### config.mk
export PLATFORM = sky130hd
export DESIGN_NAME = nios2_cpu_switch_capture
export DESIGN_NICKNAME = d
export VERILOG_FILES = /design/src/rtl/nios2_cpu_switch_capture.sv
export SDC_FILE = /design/constraint.sdc
export NUM_CORES = 1
export LEC_CHECK = 0
export ABC_AREA = 0
export BUFFER_PORTS_ARGS = -buffer_cell sky130_fd_sc_hd__buf_2
export CELL_PAD_IN_SITES_DETAIL_PLACEMENT = 0
export CELL_PAD_IN_SITES_GLOBAL_PLACEMENT = 1
export CORE_MARGIN = 3
export CORE_UTILIZATION = 45
export DETAILED_ROUTE_END_ITERATION = 12
export HOLD_SLACK_MARGIN = 0.06
export PLACE_DENSITY_LB_ADDON = 0.1
export SYNTH_ARGS = -nofsm -noshare
export SYNTH_HDL_FRONTEND = slang
export SYNTH_SLANG_ARGS = --single-unit
### constraint.sdc
create_clock -name clk -period 3.7 [get_ports clk]
set_input_delay 0.74 -clock clk [delete_from_list [all_inputs] [get_ports clk]]
set_output_delay 0.74 -clock clk [all_outputs]
set_load 0.01 [all_outputs]
### src/rtl/nios2_cpu_switch_capture.sv
// nios2_cpu_switch_capture
//   Synchronises and debounces a bank of asynchronous inputs (board switches),
//   records per-bit edge events and exposes them on an Avalon-MM slave with a
//   level interrupt.
//
// Parameters
//   WIDTH           number of input bits (1..32)
//   SYNC_STAGES     synchroniser flops per bit (2..4)
//   DEBOUNCE_CYCLES consecutive cycles a synchronised change must persist (1..65535)
//
// Ports
//   clk        single clock for all logic
//   reset_n    synchronous active-low reset
//   address    register select: 0 DATA (RO), 1 IRQMASK (RW), 2 EDGECAP (W1C),
//              3 EDGEMODE (RW, 0 rising / 1 falling / 2,3 either)
//   chipselect slave select
//   write_n    active-low write strobe
//   writedata  write data
//   in_port    asynchronous inputs
//   readdata   registered read data, one cycle latency, follows address every cycle
//   irq        OR-reduction of EDGECAP & IRQMASK
module nios2_cpu_switch_capture #(
  parameter int unsigned WIDTH           = 11,
  parameter int unsigned SYNC_STAGES     = 2,
  parameter int unsigned DEBOUNCE_CYCLES = 4
) (
  input  logic             clk,
  input  logic             reset_n,
  input  logic [1:0]       address,
  input  logic             chipselect,
  input  logic             write_n,
  input  logic [31:0]      writedata,
  input  logic [WIDTH-1:0] in_port,
  output logic [31:0]      readdata,
  output logic             irq
);

  localparam int unsigned CntW = $clog2(DEBOUNCE_CYCLES + 1);
  // Count value seen on the cycle before the final mismatch; the next
  // mismatch is the DEBOUNCE_CYCLES-th one and commits the new value.
  localparam logic [CntW-1:0] CntLast = CntW'(DEBOUNCE_CYCLES - 1);

  logic [WIDTH-1:0] sync_q [SYNC_STAGES];
  logic [CntW-1:0]  cnt_q  [WIDTH];
  logic [CntW-1:0]  cnt_d  [WIDTH];
  logic [WIDTH-1:0] stable_q, stable_d;
  logic [WIDTH-1:0] irqmask_q, irqmask_d;
  logic [WIDTH-1:0] edgecap_q, edgecap_d;
  logic [1:0]       edgemode_q, edgemode_d;
  logic [31:0]      readdata_q, readdata_d;

  logic [WIDTH-1:0] sync_s;
  logic [WIDTH-1:0] wdata_w;
  logic [WIDTH-1:0] rise, fall, edge_set;
  logic             wr_en;

  // Only the low WIDTH bits of writedata feed registers.
  logic unused_writedata;
  assign unused_writedata = ^writedata;

  assign sync_s  = sync_q[SYNC_STAGES-1];
  assign wdata_w = writedata[WIDTH-1:0];
  assign wr_en   = chipselect & ~write_n;

  function automatic logic [31:0] zext(input logic [WIDTH-1:0] v);
    logic [31:0] r;
    r = '0;
    r[WIDTH-1:0] = v;
    return r;
  endfunction

  // Per-bit debounce: the counter only runs while the synchronised input
  // disagrees with the stable value, and clears on any agreement.
  always_comb begin
    stable_d = stable_q;
    for (int i = 0; i < int'(WIDTH); i++) begin
      cnt_d[i] = '0;
      if (sync_s[i] != stable_q[i]) begin
        if (cnt_q[i] == CntLast) begin
          stable_d[i] = sync_s[i];
        end else begin
          cnt_d[i] = cnt_q[i] + CntW'(1);
        end
      end
    end
  end

  assign rise = stable_d & ~stable_q;
  assign fall = ~stable_d & stable_q;

  always_comb begin
    edge_set = '0;
    unique case (edgemode_q)
      2'd0:       edge_set = rise;
      2'd1:       edge_set = fall;
      2'd2, 2'd3: edge_set = rise | fall;
    endcase
  end

  always_comb begin
    irqmask_d  = irqmask_q;
    edgemode_d = edgemode_q;
    edgecap_d  = edgecap_q;
    if (wr_en && address == 2'd1) irqmask_d = wdata_w;
    if (wr_en && address == 2'd3) edgemode_d = writedata[1:0];
    if (wr_en && address == 2'd2) edgecap_d = edgecap_q & ~wdata_w;
    // Set is applied after the clear so a coincident event wins.
    edgecap_d = edgecap_d | edge_set;
  end

  always_comb begin
    readdata_d = '0;
    unique case (address)
      2'd0: readdata_d = zext(stable_q);
      2'd1: readdata_d = zext(irqmask_q);
      2'd2: readdata_d = zext(edgecap_q);
      2'd3: readdata_d = {30'b0, edgemode_q};
    endcase
  end

  always_ff @(posedge clk) begin
    if (!reset_n) begin
      for (int k = 0; k < int'(SYNC_STAGES); k++) sync_q[k] <= '0;
      for (int i = 0; i < int'(WIDTH); i++) cnt_q[i] <= '0;
      stable_q   <= '0;
      irqmask_q  <= '0;
      edgecap_q  <= '0;
      edgemode_q <= '0;
      readdata_q <= '0;
    end else begin
      sync_q[0] <= in_port;
      for (int k = 1; k < int'(SYNC_STAGES); k++) sync_q[k] <= sync_q[k-1];
      for (int i = 0; i < int'(WIDTH); i++) cnt_q[i] <= cnt_d[i];
      stable_q   <= stable_d;
      irqmask_q  <= irqmask_d;
      edgecap_q  <= edgecap_d;
      edgemode_q <= edgemode_d;
      readdata_q <= readdata_d;
    end
  end

  assign readdata = readdata_q;
  assign irq      = |(edgecap_q & irqmask_q);

endmodule

==> metrics.txt <==
# rows=35; minimum clock period=roughly 2200 ps; cell family with most CP delay=compound AO/OA/AOI/OAI gates; Static Leak=~0.0019 uW; number of synthesized flops with an enable pin=0; initial antenna violation count=0; mapped cell area=approximately 4400 um^2; power density over the cells=around 400 nW/um^2; CTS Hold Bufs=0; CTS HTree Levels=3; worst hold endpoint=cnt_q[8][0]; gpl congestion=a little over 0.7; outcome=finished clean; Clock Path Buffers=2; total CTS buffers=9; Gate Count Post-Synth=between 400 and 500; Avg Cell Area, Syn=approximately 9.4 um^2; wire per inst=12.72 um; CP Data Arrival Time=between 1000 and 1500 ps; I/O Buffers=39; NumNets Final=roughly 580; Yosys top cell by area=dfxtp_1; Worst Skew=between 8 and 9 ps; Max Cap Viol=0; routed vias/inst=~4.7; Starting DRT DRC Count=110; relative slew slack=26.51%; Crit Reg-Reg Startpoint=edgemode_q[1]; Worst R2R Setup Slack=around 1800 ps; total track usage=15.40%; top-area cell type share of the netlist area=about 46%; Post-Route Utilization=about 51%; Setup CP Type=flop to primary output; setup tns final=0 ps; share of layout cells above drive strength 1=15.45%; largest cells by area after synthesis=dfxtp_1 46%, ha_1 9.4%, and2_1 5.0%; DIE AREA=between 10000 and 15000 um^2; maximum clock rate=approximately 0.45 GHz; Post-synth ARST share=0%; top post-synthesis cells by count=101 x dfxtp_1, 44 x inv_1, 36 x nand2_1; setup repair bufs after CTS=0; Initial Utilization=a little under half; Pins Over Slew Limit=0; startpoint types=flop; worst-margin pin slew=1100 ps; gr ovfl total=0; crit end category=primary output; die height=~100 um; largest fanout on the critical path=3; vias in the first global route=~2800; worst reg2reg path endpoint=edgecap_q[2]; Hold Vio Cnt, Final=0; Core Area=between 9000 and 10000 um^2; CP cell instances=a22o_1, a221oi_1, nand3_1, buf_2; drt drc=0; cts repair resizes=0; Reg clk slew, reported paths=90 ps; clock sinks=between 100 and 150; Yosys cell types=33; pre-CTS WS=approximately 1300 ps; area grow syn2layout=8.845%; Reg2Reg Depth=3; Ports=82; Clk Tree Root Cell=clkbuf_8; Die W=roughly 100 um; Most used DFF post-synth=dfxtp_1; Final ANT Viol Nets=0; first-pass GRT wire length=between 10 and 15 mm; fin crit share=60.28%; register bit total from synthesis=101; Hold Path Origin=cnt_q[8][0]; final worst slack=1470 ps; Critical-path top delay cell=dfxtp_1; WHS Path Cells=1; Setup-failing EPs final=0; post-synthesis sequential area ratio=a little under half; CTS tree=yes; most frequent cell after synthesis=dfxtp_1; Synth Warn #=0; Routed WL=between 8 and 9 mm; Max VDD drop=about 0.20 mV; diode count=0; unrepaired setup endpoints after global routing=no; via count=between 3000 and 4000; crit-path max cell delay=between 300 and 400 ps; Hold Crit Class=flop to flop; DP HPWL=5.395 mm; CP bufs+invs=1; CP required=a little under 3000 ps; worst skew pair latency=350 ps; pin count of the biggest net entering global routing=between 40 and 50; drt first pass iters=4
-- worst max-delay path by stage --
stage	from	depth (start not counted)	slack, ps	to
after CTS	edgecap_q[5]	4	1410	irq
after detailed placement	address[1]	4	1290	edgecap_q[7]
final	edgecap_q[5]	4	1470	irq
after floorplan	address[1]	3	2080	readdata[1]
after global placement	address[1]	4	1320	edgecap_q[10]
after global routing	edgecap_q[5]	4	1380	irq
-- sequential cells by signal, summed over array words and instances, names as in the netlist --
name,cells
edgecap_q,11
readdata,11
sync_q,22
cnt_q,33
irqmask_q,11
stable_q,11
edgemode_q,2
-- worst register-to-register path: stages, from the launching register on --
cell	delay (ps)
dfxtp_1	490
nor2b_1	930
nand4b_1	220
a31oi_1	200
-- cell type report --
class,instances,area [um^2]
fillers,943,4598
flip-flops and latches,101,2022
multi-input cells,303,2021
repair buffers,40,202.7
clock buffers,14,182.7
inverters,45,168.9
well taps,129,161.4
clock inverters,2,15.01
-- cells in the final DEF, fill, tap and decap left out, types with 3 or more instances in the layout --
master	netlist	final
dfxtp_1	101	101
inv_1	44	44
buf_2	4	39
nand2_1	36	36
and2_1	35	35
ha_1	33	33
nor2_1	30	30
a21oi_1	25	25
o21ai_0	21	21
conb_1	1	21
nor2b_1	13	13
clkbuf_8	0	13
nand4b_1	12	12
nor2_2	12	12
a31oi_1	11	11
mux2i_1	11	11
xnor2_1	11	11
or3_1	7	7
a2bb2oi_1	6	6
or3_4	4	4
or2_2	3	3
-- report_power, final --
group / internal, uW / leakage, uW / switching (uW)
Combinational: 36.3 / 0.00101 / 57.4
Sequential: 1100 / 0.000820 / 10.1
Clock: 319 / 0.0000949 / 363
-- cells by family after synthesis --
family / share of synthesized area (%)
AND/OR/NAND/NOR: 19.97
flip-flops: 46.11
buffers and inverters: 9.529
AO/OA/AOI/OAI: 9.158
adder cells (fa/ha/maj): 9.415
multiplexers: 3.538
XOR/XNOR: 2.197
other: 0.08551
-- routing by layer --
metal / share of wire, % / track usage [%] / wire (um) / up-vias
met4: 0.78 / 3.374 / 63 / 0
met1: 49 / 20.05 / 3961 / 1384
met2: 46 / 25.76 / 3693 / 53
met3: 4.3 / 3.953 / 346 / 6
met5: 0 / 0 / 0 / -
li1: - / - / - / 1559
-- per-stage QoR --
stage | std cells | cell area (um^2) | hold slack (ps) | power, uW
after CTS | 634 | 4773 | 425.9 | 1915
after global routing | 634 | 4773 | 435.5 | 1969
final | 634 | 4773 | 419.4 | 1891
after global placement | 618 | 4576 | 406.9 | 1234
after detailed placement | 618 | 4576 | 412.8 | 1235
after floorplan | 487 | 4461 | 399.0 | 1219
(Power assumes the default switching activity.)
